--- config.mk ---
export PLATFORM = sky130hd
export DESIGN_NAME = axi_header_gen
export DESIGN_NICKNAME = d
export VERILOG_FILES = /design/src/rtl/axi_hdr_pkg.sv /design/src/rtl/hdr_lfsr16.sv /design/src/rtl/axi_header_gen.sv
export SDC_FILE = /design/constraint.sdc
export NUM_CORES = 1
export LEC_CHECK = 0
export CORE_MARGIN = 2
export CORE_UTILIZATION = 45
export DETAILED_ROUTE_END_ITERATION = 8
export GPL_ROUTABILITY_DRIVEN = 0
export PLACE_DENSITY = 0.82
export SLEW_MARGIN = 20
export SYNTH_ARGS = -nofsm -noshare
export SYNTH_HDL_FRONTEND = slang
export SYNTH_SLANG_ARGS = --single-unit
--- constraint.sdc ---
create_clock -name clk -period 7.4 [get_ports clk]
set_input_delay 1.48 -clock clk [delete_from_list [all_inputs] [get_ports clk]]
set_output_delay 1.48 -clock clk [all_outputs]
set_load 0.02 [all_outputs]
--- src/rtl/axi_hdr_pkg.sv ---
// Shared types and constants for the AXI-Stream header generator.
package axi_hdr_pkg;

    typedef enum logic [1:0] {
        ST_IDLE = 2'd0,
        ST_SEND = 2'd1,
        ST_GAP  = 2'd2
    } state_e;

    typedef enum logic [1:0] {
        MODE_FIXED  = 2'd0,
        MODE_SWEEP  = 2'd1,
        MODE_RANDOM = 2'd2,
        MODE_RSVD   = 2'd3
    } mode_e;

    // Right-shifting Fibonacci form: taps 16,14,13,11 land on bits 0,2,3,5.
    localparam logic [15:0] LFSR_SEED = 16'hACE1;
    localparam logic [15:0] LFSR_TAPS = 16'h002D;

endpackage

--- src/rtl/hdr_lfsr16.sv ---
// 16-bit Fibonacci LFSR; load restores the seed, advance takes one step.
module hdr_lfsr16
    import axi_hdr_pkg::*;
(
    input  logic        clk,
    input  logic        rst_n,
    input  logic        load,
    input  logic        advance,
    output logic [15:0] value
);

    logic [15:0] value_q;
    logic [15:0] value_d;

    always_comb begin
        value_d = value_q;
        if (load) begin
            value_d = LFSR_SEED;
        end else if (advance) begin
            value_d = {^(value_q & LFSR_TAPS), value_q[15:1]};
        end
    end

    always_ff @(posedge clk or negedge rst_n) begin
        if (!rst_n) begin
            value_q <= LFSR_SEED;
        end else begin
            value_q <= value_d;
        end
    end

    assign value = value_q;

endmodule

--- src/rtl/axi_header_gen.sv ---
// Generates bursts of single-beat AXI-Stream headers with configurable byte
// counts (fixed, sweeping or LFSR-random) and optional idle gaps between them.
module axi_header_gen
    import axi_hdr_pkg::*;
#(
    parameter int DATA_WIDTH      = 32,
    parameter int DATA_BYTE_WIDTH = DATA_WIDTH / 8,
    parameter int BYTE_CNT_WIDTH  = $clog2(DATA_BYTE_WIDTH),
    parameter int CNT_WIDTH       = 16,
    parameter int GAP_WIDTH       = 8
) (
    input  logic                       clk,
    input  logic                       rst_n,
    input  logic                       start,
    input  logic [1:0]                 mode,
    input  logic [CNT_WIDTH-1:0]       num_hdr,
    input  logic [GAP_WIDTH-1:0]       gap,
    input  logic [DATA_WIDTH-1:0]      seed_data,
    output logic                       valid,
    output logic [DATA_WIDTH-1:0]      data,
    output logic [DATA_BYTE_WIDTH-1:0] keep,
    output logic [BYTE_CNT_WIDTH-1:0]  byte_insert_cnt,
    input  logic                       ready,
    output logic                       busy,
    output logic                       done,
    output logic [CNT_WIDTH-1:0]       sent_cnt
);

    state_e                      state_q, state_d;
    mode_e                       mode_q, mode_d;
    logic [CNT_WIDTH-1:0]        num_q, num_d;
    logic [GAP_WIDTH-1:0]        gap_q, gap_d;
    logic [GAP_WIDTH-1:0]        gap_cnt_q, gap_cnt_d;
    logic [DATA_WIDTH-1:0]       data_q, data_d;
    logic [BYTE_CNT_WIDTH-1:0]   cnt_q, cnt_d;
    logic [CNT_WIDTH-1:0]        sent_q, sent_d;
    logic                        done_q, done_d;
    logic [CNT_WIDTH-1:0]        sent_nxt;
    logic                        lfsr_load;
    logic                        lfsr_adv;
    logic [15:0]                 lfsr_value;
    logic                        unused_lfsr_bits;

    hdr_lfsr16 u_lfsr (
        .clk     (clk),
        .rst_n   (rst_n),
        .load    (lfsr_load),
        .advance (lfsr_adv),
        .value   (lfsr_value)
    );

    assign unused_lfsr_bits = ^lfsr_value[15:BYTE_CNT_WIDTH];
    assign sent_nxt         = sent_q + 1'b1;

    always_comb begin
        state_d   = state_q;
        mode_d    = mode_q;
        num_d     = num_q;
        gap_d     = gap_q;
        gap_cnt_d = gap_cnt_q;
        data_d    = data_q;
        cnt_d     = cnt_q;
        sent_d    = sent_q;
        done_d    = 1'b0;
        lfsr_load = 1'b0;
        lfsr_adv  = 1'b0;

        case (state_q)
            ST_IDLE: begin
                if (start) begin
                    mode_d    = mode_e'(mode);
                    num_d     = num_hdr;
                    gap_d     = gap;
                    data_d    = seed_data;
                    cnt_d     = '1;
                    sent_d    = '0;
                    lfsr_load = 1'b1;
                    if (num_hdr == '0) begin
                        done_d = 1'b1;
                    end else begin
                        state_d = ST_SEND;
                    end
                end
            end
            ST_SEND: begin
                if (ready) begin
                    sent_d   = sent_nxt;
                    data_d   = data_q + 1'b1;
                    lfsr_adv = 1'b1;
                    // Count is power-of-two wide, so 0 - 1 wraps to the top.
                    if (mode_q == MODE_SWEEP) begin
                        cnt_d = cnt_q - 1'b1;
                    end
                    if (sent_nxt == num_q) begin
                        state_d = ST_IDLE;
                        done_d  = 1'b1;
                    end else if (gap_q != '0) begin
                        state_d   = ST_GAP;
                        gap_cnt_d = gap_q - 1'b1;
                    end
                end
            end
            ST_GAP: begin
                if (gap_cnt_q == '0) begin
                    state_d = ST_SEND;
                end else begin
                    gap_cnt_d = gap_cnt_q - 1'b1;
                end
            end
            default: begin
                state_d = ST_IDLE;
            end
        endcase
    end

    always_ff @(posedge clk or negedge rst_n) begin
        if (!rst_n) begin
            state_q   <= ST_IDLE;
            mode_q    <= MODE_FIXED;
            num_q     <= '0;
            gap_q     <= '0;
            gap_cnt_q <= '0;
            data_q    <= '0;
            cnt_q     <= '1;
            sent_q    <= '0;
            done_q    <= 1'b0;
        end else begin
            state_q   <= state_d;
            mode_q    <= mode_d;
            num_q     <= num_d;
            gap_q     <= gap_d;
            gap_cnt_q <= gap_cnt_d;
            data_q    <= data_d;
            cnt_q     <= cnt_d;
            sent_q    <= sent_d;
            done_q    <= done_d;
        end
    end

    assign valid           = (state_q == ST_SEND);
    assign busy            = (state_q != ST_IDLE);
    assign done            = done_q;
    assign data            = data_q;
    assign sent_cnt        = sent_q;
    assign byte_insert_cnt = (mode_q == MODE_RANDOM) ? lfsr_value[BYTE_CNT_WIDTH-1:0] : cnt_q;

    always_comb begin
        keep = '0;
        for (int i = 0; i < DATA_BYTE_WIDTH; i++) begin
            keep[i] = (i <= int'(byte_insert_cnt));
        end
    end

endmodule

Yosys cells after proc, flatten, opt, wreduce, memory -nomap -nowiden
Cells that the tools add are included.
{"block": "totals", "ff_bits": 103, "output_inout_bits": 57}
{"block": "classes", "eq_ne": 14, "reduce_logical": 14, "magnitude_cmp": 3, "addsub": 5, "muxes": 34}
{"op": "16-bit 2-to-1 mux", "n": 4}
{"op": "32-bit 2-to-1 mux", "n": 2}
{"op": "32-bit one-hot mux with 2 select lines", "n": 1}
{"op": "32-bit by 1-bit adder with 32-bit output (second input constant)", "n": 1}
{"op": "8-bit 2-to-1 mux", "n": 4}
{"op": "16-bit one-hot mux with 2 select lines", "n": 1}
{"op": "2-bit 2-to-1 mux", "n": 10}
{"op": "16-bit by 1-bit adder with 16-bit output (second input constant)", "n": 1}
{"op": "16-bit equality test", "n": 1}
{"op": "16-bit zero test", "n": 1}
{"op": "8-bit one-hot mux with 2 select lines", "n": 1}
{"op": "16-bit XOR reduction", "n": 1}
{"op": "8-bit by 1-bit subtractor with 8-bit output (second input constant)", "n": 2}
{"op": "2-bit inequality test (second input constant)", "n": 5}
{"op": "5-bit AND reduction", "n": 2}
{"op": "8-bit zero test", "n": 1}
{"op": "1-bit 2-to-1 mux", "n": 8}
{"op": "2-bit nonzero test", "n": 4}
{"op": "8-bit nonzero test", "n": 1}
{"op": "2-bit by 1-bit inequality test with 1-bit output (second input constant)", "n": 3}
{"op": "2-bit one-hot mux with 3 select lines", "n": 1}
{"op": "2-bit by 1-bit equality test with 1-bit output (second input constant)", "n": 2}
{"op": "2-bit equality test (second input constant)", "n": 2}
{"op": "2-bit <= comparator (first input constant)", "n": 2}
{"op": "other kinds (9)", "n": 9}

Longest topological paths before layout
Gate-level depths: netlist of run 1.
{"block": "depth", "depth_word": 5, "depth_mapped": 10, "mapped_depth_nobuf": 9}

By module
Synthesis of run 1 repeated with hierarchy kept, for this count alone.
{"block": "unflattened", "cells_unflattened": 668, "area_unflattened_um2": 6002.0}
{"module": "axi_header_gen", "area_per_inst_um2": 5312.6, "seq_area_each_um2": 2179.6, "cells_per_inst": 613, "instances": 1}
{"module": "hdr_lfsr16", "area_per_inst_um2": 689.4, "seq_area_each_um2": 410.4, "cells_per_inst": 55, "instances": 1}

Worst setup path after synthesis of run 1
Ideal clock, no wire load.
{"block": "synth_path", "kind": "register -> output", "start": "register state_q[1]", "end": "output valid", "arrival_ns": 1.444, "n_path_buf": 3, "setup_slack_ns": 4.476, "stages_incl_launch_ff": 6, "cell_sequence": "dfrtp_1 nand2b_1 buf_2 clkinv_1 clkbuf_1 buf_1"}
{"block": "synth_between", "elab_chain_len": 1}
{"item": "from (decl)", "line_no": "axi_header_gen.sv:29", "source": "state_e state_q, state_d;"}
{"item": "from (signal assigned)", "line_no": "axi_header_gen.sv:128", "source": "state_q <= state_d;"}
{"item": "2-bit by 1-bit equality test with 1-bit output", "line_no": "axi_header_gen.sv:140", "source": "assign valid = (state_q == ST_SEND);"}
{"item": "to (decl)", "line_no": "axi_header_gen.sv:19", "source": "output logic valid,"}
Every way passes these cells.

Final worst setup path of run 1
Ends and elaborated chain as after synthesis.

==> results_dict.tcl, run 1 <==
set metrics [dict create \
    outcome "finished, final reports clean" \
    sw_frac_of_total 0.430 \
    tightest_slew_ns 1.08 \
    wire_per_inst_um 16.1 \
    hp-class "flop to flop" \
    synth_ff_type "dfrtp_1" \
    diodes 0 \
    period_share 0.573 \
    clkSlewWorstSetupHoldPaths_ns 0.07 \
    grt_pass1_wl_um 26500 \
    post_cts_buffers 0 \
    timing_worst_setup_path_type "flop to primary output" \
    slowest_delay_ns 0.71 \
    routed_wl_um 15900 \
    cts_hold_buf 0 \
    hold_viol_final 0 \
    die_area_um2 13900 \
    antenna_found_initial 0 \
    dr.pass1.iters 5 \
    p_leak_uw 0.00304 \
    core.rowCount 41 \
    yosysSeqAreaShare 0.445 \
    synth_cells 718 \
    vias 5621 \
    cts-root-buf "clkbuf_16" \
    dp_hpwl_um 10900 \
    drive_gt1_frac 0.0553 \
    coreArea_um2 12600 \
    cp.required_ns 5.92 \
    fp.dieH_um 118 \
    syn-num-nets 783 \
    io_buffers 117 \
    die_w_um 118 \
    layout_commonest_cell "nand2_1" \
    power_switching_uw 1290 \
    ctsResizeCount 0 \
    p_int_uw 1710 \
    area_growth_pct 26.9 \
    nFillCells 1144 \
    clk_latency_ns 0.35 \
    reg2reg_depth 9 \
    r2r-end "data[28]" \
    grt_pass1_vias 5170 \
    max_clock_freq_ghz 0.236 \
    synth.ff_latch_count 103 \
    cp-start-kind "flop" \
    holdPathStages 2 \
    min_to "u_lfsr.value[5]" \
    cts_sinks 103 \
    path_buf_inv 3 \
    fin_tns_setup_ns 0 \
    cp_cell_sequence "nand2b_1 -> clkinv_1 -> buf_4 -> clkdlybuf4s50_1" \
    nNetsFinal 874 \
    end_kind "primary output" \
    power_uw 3000 \
    drtAntennaViolNets 0 \
    netlist_area_um2 5820 \
    clockBufferDepth 2 \
    io_pins 119 \
    p_per_area_nw_per_um2 406 \
    rsz0062_at_grt "false" \
    cts.htree.levels 3 \
    crit_family "buffers and inverters" \
    grt_usage 0.234 \
    drcViolationCount 0 \
    yosys_warnings 0 \
    syn_avg_cell_area_um2 8.11 \
    grt_max_degree 75 \
    grt_overflow_total 0 \
    cp.arrival_ns 2.76 \
    drtIter0Drc 508 \
    synth.distinct_cells 68 \
    drv_cap 0 \
    synth-edff-count 0 \
    worstHoldStart "u_lfsr.value[6]" \
    viasPerCell 5.70 \
    p_clk_frac 0.174 \
    initial_core_util 0.462 \
    cts_tree "yes" \
    numCtsBuffers 9 \
    ys_async_sr_fraction 1.00 \
    vdd_drop_max_mv 0.215 \
    cp_slowest_cell "clkdlybuf4s50_1" \
    path_max_fanout 62 \
    final_cell_mix "nand2_1, clkdlybuf4s50_1, dfrtp_1" \
    setup_violations 0 \
    pwr-share-comb 0.480 \
    slew_violations 0 \
    regToRegStartpoint "state_q[1]" \
    p_seq_frac 0.346 \
    rrSetupSlack_ns 3.61 \
    period_minus_slack_ns 4.24 \
    clock_skew_ns 0.00878 \
    slew_headroom 0.281 \
]
-- power by group through the flow --
stage                     clock (uW)  combinational, uW  sequential (uW)
after detailed placement           0               1430             1040
after CTS                        529               1440             1030
after global routing             551               1590             1080
after floorplan                    0                869             1090
final                            521               1440             1040
after global placement             0               1400             1030
-- how the worst max path moves through the flow --
stage | start | end | slack (ns) | cells past startpoint
2_1_floorplan | state_q[1] | valid | 4.48 | 5
3_3_place_gp | ready | data[28] | 3.51 | 7
3_5_place_dp | ready | data[28] | 3.43 | 7
4_1_cts | state_q[1] | valid | 3.16 | 4
5_1_grt | state_q[1] | valid | 2.95 | 4
6_report | state_q[1] | valid | 3.16 | 4
-- metal layers --
metal / vias to the layer above / share of wire / GRT usage / routed length, um
met1: 2687 / 0.45 / 0.325 / 7150
met5: - / 0 / 0 / 0
met4: 0 / 0.035 / 0.0934 / 558
li1: 2709 / - / - / -
met3: 38 / 0.053 / 0.0499 / 841
met2: 187 / 0.46 / 0.357 / 7360
-- sequential cells by signal, summed over array words and instances (netlist names) --
name,cells
u_lfsr.value,16
done,1
num_q,16
gap_cnt_q,8
mode_q,2
sent_cnt,16
state_q,2
data,32
cnt_q,2
gap_q,8
-- final cells by class --
cell class / instances / area [um2] / share of cell area
Multi-Input combinational cell: 556 / 2990 / 0.404
Sequential cell: 103 / 2590 / 0.350
Timing Repair Buffer: 125 / 1230 / 0.166
Clock buffer: 11 / 243 / 0.0328
Tap cell: 172 / 215 / 0.0291
Clock inverter: 5 / 78.8 / 0.0107
Inverter: 14 / 52.6 / 0.00711
-- cells in the mapped netlist (3+ instances only) --
library cell	instances	area, um2
dfstp_2	10	263
o21ai_0	59	295
buf_2	5	25.0
and2_1	3	18.8
a21oi_1	67	335
o31ai_1	7	52.6
o22ai_1	10	62.6
nand4_1	10	62.6
xor2_1	7	61.3
a31oi_1	13	81.3
a22o_1	5	43.8
and3_1	12	75.1
nand3_1	39	195
buf_4	4	30.0
clkbuf_1	33	124
mux2i_1	7	70.1
ha_1	3	37.5
nor3_1	19	95.1
nand2b_1	6	37.5
xnor2_1	16	140
dfrtp_1	93	2330
nand2_1	154	578
nor4_1	8	50.1
nor2b_1	4	25.0
or4_1	3	22.5
nor2_1	57	214
inv_1	13	48.8
or3_1	3	18.8
-- metrics by stage --
stage,setup slack (ns),instance area (um2),utilization,hold slack (ns),std cells
after floorplan,4.48,5820,-,0.455,718
after global placement,3.51,7070,0.560,0.469,970
after detailed placement,3.43,7070,0.560,0.483,970
after CTS,3.16,7390,0.586,0.493,986
after global routing,2.95,7390,0.586,0.502,986
final,3.16,7390,0.586,0.490,986
-- kinds of logic (layout without fill, tap and decap cells) --
family                   after synthesis  in the layout  synth area share
buffers and inverters                 59            155            0.0432
flip-flops                           103            103             0.445
AO/OA/AOI/OAI                        187            187             0.190
multiplexers                           8              8            0.0140
other                                  1              1          0.000644
adder cells (fa/ha/maj)                3              3           0.00645
XOR/XNOR                              24             24            0.0385
AND/OR/NAND/NOR                      333            333             0.263
-- worst reg2reg max path: stages (launching register included) --
cell and delay (ns):
dfrtp_1 0.41, nand2b_1 0.79, clkinv_1 0.16, buf_4 0.35
and2_1 0.27, buf_4 0.23, nor2_2 0.67, buf_4 0.42
nor2_1 0.08, o2bb2a_1 0.29
Note: power is estimated with default switching activity, not from simulation.
==> inputs of run 2 (changes only) <==
- clock period: 7.4 -> 4.35 ns (I/O delays scaled with it)
==> run 2 against run 1 <==
  * Cell area is 0.14% higher
  * Critical path depth is 1 higher
  * Die area stayed put
  * Power is 68% higher
==> results_dict.tcl, run 2 (synthesis gave the netlist of run 1 again) <==
set metrics [dict create \
    outcome "finished, final reports clean" \
    drcViolationCount 0 \
    fp.dieH_um 118 \
    path_max_fanout 56 \
    clk_latency_ns 0.36 \
    rrSetupSlack_ns 1.06 \
    grt_usage 0.234 \
    dr.pass1.iters 6 \
    slew_headroom 0.271 \
    clock_skew_ns 0.0112 \
    ctsResizeCount 0 \
    layout_commonest_cell "nand2_1" \
    numCtsBuffers 9 \
    clkSlewWorstSetupHoldPaths_ns 0.07 \
    cp-endpoint "valid" \
    dp_hpwl_um 11100 \
    setup_violations 0 \
    io_pins 119 \
    holdPathStages 2 \
    grt_pass1_wl_um 26800 \
    r2r-end "gap_cnt_q[2]" \
    final_cell_mix "nand2_1, clkdlybuf4s50_1, dfrtp_1" \
    wire_per_inst_um 16.0 \
    clockBufferDepth 2 \
    coreArea_um2 12600 \
    cp.arrival_ns 2.49 \
    regToRegStartpoint "sent_cnt[0]" \
    fin_tns_setup_ns 0 \
    p_per_area_nw_per_um2 682 \
    grt_pass1_vias 5335 \
    p_leak_uw 0.00304 \
    die_area_um2 13900 \
    tightest_slew_ns 1.09 \
    antenna_found_initial 0 \
    cts_sinks 103 \
    placed_cells 974 \
    reg2reg_depth 9 \
    routed_wl_um 15800 \
    area_growth_pct 27.1 \
    grt_overflow_total 0 \
    timing_worst_setup_path_type "flop to primary output" \
    diodes 0 \
    hp-class "flop to flop" \
    period_minus_slack_ns 3.36 \
    io_buffers 117 \
    core.rowCount 41 \
    drtAntennaViolNets 0 \
    post_cts_buffers 0 \
    vias 5650 \
    max_clock_freq_ghz 0.297 \
    nNetsFinal 878 \
    fin_cells 990 \
    vdd_drop_max_mv 0.347 \
    cts_hold_buf 0 \
    cp.required_ns 3.48 \
    crit_path_start "state_q[1]" \
    drtIter0Drc 635 \
    slew_violations 0 \
    period_share 0.773 \
    drive_gt1_frac 0.0611 \
    hold_viol_final 0 \
    viasPerCell 5.71 \
    drv_cap 0 \
    end_kind "primary output" \
    cts.htree.levels 3 \
    initial_core_util 0.462 \
    largest_reg_flops 32 \
    cts_tree "yes" \
    cp-start-kind "flop" \
    rsz0062_at_grt "false" \
    grt_max_degree 62 \
    die_w_um 118 \
    cts-root-buf "clkbuf_16" \
]
## run 2: cell count changes in the layout (fill, tap and decap cells not counted), sizes merged
cell      before  now
buf            9   13
bufinv         2    0
clkbuf        11   10
clkinv         3    2
clkinvlp       0    2
inv           14   16
## run 2: cell type report
cell class / count / area [um2]
fillers: 1115 / 5220
multi-input cells: 556 / 2990
flip-flops and latches: 103 / 2590
repair buffers: 129 / 1270
clock buffers: 10 / 239
well taps: 172 / 215
inverters: 14 / 52.6
clock inverters: 6 / 50.0
## run 2: where the power goes
part / switching, uW / leakage [uW] / total [uW] / internal, uW
Sequential: 403 / 0.00124 / 1770 / 1360
Clock: 386 / 0.000136 / 797 / 411
Combinational: 1440 / 0.00166 / 2490 / 1050
## run 2: critical path: stages (launching register included)
cell	delay [ns]
dfrtp_1	0.42
nand2b_1	0.16
buf_4	0.23
clkinv_1	0.15
buf_4	0.45
clkdlybuf4s50_1	0.70
## run 2: worst min-delay path by stage
stage / from / end / slack, ns
after floorplan: mode_q[1] / mode_q[1] / 0.45
after global placement: u_lfsr.value[6] / u_lfsr.value[5] / 0.47
after detailed placement: u_lfsr.value[6] / u_lfsr.value[5] / 0.47
after CTS: u_lfsr.value[6] / u_lfsr.value[5] / 0.49
after global routing: u_lfsr.value[7] / u_lfsr.value[7] / 0.51
final: u_lfsr.value[6] / u_lfsr.value[5] / 0.48
## run 2: layer usage
layer | global-route usage | vias to the layer above | share of wire
met5 | 0 | - | 0
met4 | 0.0866 | 0 | 0.030
met3 | 0.0480 | 35 | 0.059
met2 | 0.367 | 224 | 0.47
met1 | 0.322 | 2664 | 0.44
li1 | - | 2727 | -
## run 2: through the flow
| step | setup slack [ns] | hold slack, ns | instance area, um2 | util | total power (uW) |
|---|---|---|---|---|---|
| after floorplan | 1.61 | 0.455 | 5820 | - | 3330 |
| after global placement | 1.22 | 0.469 | 7110 | 0.564 | 4180 |
| after detailed placement | 1.19 | 0.475 | 7110 | 0.564 | 4240 |
| after CTS | 0.989 | 0.486 | 7400 | 0.587 | 5050 |
| after global routing | 0.787 | 0.508 | 7400 | 0.587 | 5420 |
| final | 0.988 | 0.483 | 7400 | 0.587 | 5050 |
==> inputs of run 3 (changes only) <==
- PLACE_DENSITY: 0.82 -> 0.85
- clock period: 4.35 -> 3 ns (I/O delays scaled with it)
==> run 3 against run 2 <==
  * Hold slack lost 0.19 ns
  * Sequential share of layout area shrank 0.37 points
  * Critical path depth grew 4
  * Final cell count grew 1.1%
  * Largest power group unchanged
  * Cell area grew 1.1%
  * Critical endpoint is now gap_cnt_q[6]
==> results_dict.tcl, run 3 (synthesis gave the netlist of run 1 again) <==
set metrics [dict create \
    reg2reg_depth 9 \
    dr.max_layer_used "met4" \
    slew_headroom 0.538 \
    rrSetupSlack_ns 0.18 \
    cts.htree.levels 3 \
    clk_latency_ns 0.36 \
    slew_violations 0 \
    rsz0062_at_grt "false" \
    io_buffers 117 \
    largest_reg_flops 32 \
    layout_commonest_cell "nand2_1" \
    fin_cells 1001 \
    post_cts_buffers 0 \
    dp_hpwl_um 11300 \
    drive_gt1_frac 0.0736 \
    clock_skew_ns 0.0137 \
    wire_per_inst_um 16.2 \
    p_int_uw 4110 \
    cts-root-buf "clkbuf_16" \
    fp.dieH_um 118 \
    clkSlewWorstSetupHoldPaths_ns 0.07 \
    grt_pass1_wl_um 27200 \
    timing_worst_setup_path_type "flop to flop" \
    end_kind "flop" \
    hp-class "input pin to asynchronous set/reset pin" \
    initial_core_util 0.462 \
    coreArea_um2 12600 \
    outcome "finished, final reports clean" \
    die_area_um2 13900 \
    cts_tree "yes" \
    dr_wl_met2_um 7610 \
    cp.required_ns 3.27 \
    regToRegStartpoint "sent_cnt[1]" \
    setup_ws_ns 0.175 \
    vias 5718 \
    viasPerCell 5.71 \
    area_growth_pct 28.5 \
    post_dp_cell_area_um2 7200 \
    dp_slack_ns 0.0921 \
    grt_max_degree 60 \
    wl_met1_um 7190 \
    r2r-end "gap_cnt_q[6]" \
    period_minus_slack_ns 2.82 \
    tightest_slew_ns 0.693 \
    sw_frac_of_total 0.439 \
    p_clk_frac 0.152 \
    placed_cells 985 \
    vdd_drop_max_mv 0.520 \
    p_leak_uw 0.00309 \
    final_cell_mix "nand2_1, clkdlybuf4s50_1, dfrtp_1" \
    hold_viol_final 0 \
    dr.pass1.iters 5 \
    pwr-share-comb 0.499 \
    period_share 0.942 \
    max_clock_freq_ghz 0.354 \
    grt_usage 0.239 \
    die_w_um 118 \
    routed_wl_um 16300 \
    antenna_found_initial 0 \
    grt_pass1_vias 5443 \
    cp-start-kind "flop" \
    setup_violations 0 \
    final_area_um2 7480 \
    power_switching_uw 3220 \
    nNetsFinal 889 \
    route.met3.wl_um 900 \
    drcViolationCount 0 \
    core.rowCount 41 \
    cts_hold_buf 0 \
    p_seq_frac 0.348 \
    clockBufferDepth 2 \
    drtIter0Drc 609 \
    drv_cap 0 \
    grt_overflow_total 0 \
    diodes 0 \
    cp.arrival_ns 3.09 \
    power_uw 7330 \
    path_max_fanout 8 \
    drtAntennaViolNets 0 \
    fin_tns_setup_ns 0 \
    p_per_area_nw_per_um2 980 \
    numCtsBuffers 9 \
    io_pins 119 \
    cts_sinks 103 \
]
-- run 3: cell count changes in the layout (fill, tap and decap cells not counted), sizes merged --
cell / before / now
clkbuf: 10 / 13
buf: 13 / 24
inv: 16 / 14
clkinv: 2 / 1
-- run 3: final cells by class --
cell class                 instances  area, um2
clock buffer                      13        250
multi-input combinational        556       2990
timing repair buffer             140       1350
tap                              172        215
fill                            1091       5140
clock inverter                     3       26.3
sequential                       103       2590
inverter                          14       52.6
-- run 3: power groups by stage --
stage | clock network [uW] | logic [uW] | registers [uW]
2_1_floorplan | 0 | 2140 | 2690
3_3_place_gp | 0 | 3540 | 2540
3_5_place_dp | 0 | 3630 | 2550
4_1_cts | 1140 | 3650 | 2540
5_1_grt | 1190 | 4030 | 2640
6_report | 1120 | 3660 | 2550
-- run 3: stage by stage --
| step | utilization | hold WS [ns] |
|---|---|---|
| after CTS | 0.592 | 0.309 |
| after detailed placement | 0.570 | 0.475 |
| after floorplan | - | 0.304 |
| final | 0.593 | 0.291 |
| after global placement | 0.570 | 0.470 |
| after global routing | 0.593 | 0.338 |
-- run 3: worst max path at each step --
stage,startpoint,to,slack [ns]
6_report,sent_cnt[1],gap_cnt_q[6],0.18
5_1_grt,sent_cnt[1],gap_cnt_q[6],0.01
4_1_cts,sent_cnt[1],gap_cnt_q[2],0.07
3_5_place_dp,sent_cnt[1],gap_cnt_q[6],0.09
3_3_place_gp,sent_cnt[1],gap_cnt_q[0],0.19
2_1_floorplan,sent_cnt[0],gap_cnt_q[0],0.26
-- run 3: repair_timing --
action,4_1_cts,5_1_grt
setup endpoints to repair,0,8
endpoints found under the hold margin,0,0
gates resized for setup,0,3
-- run 3: per-layer routing --
layer / up-vias / GRT usage
met4: 0 / 0.110
met3: 37 / 0.0431
li1: 2742 / -
met1: 2745 / 0.322
met5: - / 0
met2: 194 / 0.376
-- run 3: critical path, cell delays in order (launching register included) --
cell,delay [ns]
dfrtp_1,0.44
ha_2,0.29
nand4_2,0.20
or4_1,0.56
a32o_1,0.24
a31oi_1,0.16
and4_1,0.29
or2_4,0.20
a31oi_1,0.10
a211oi_2,0.26
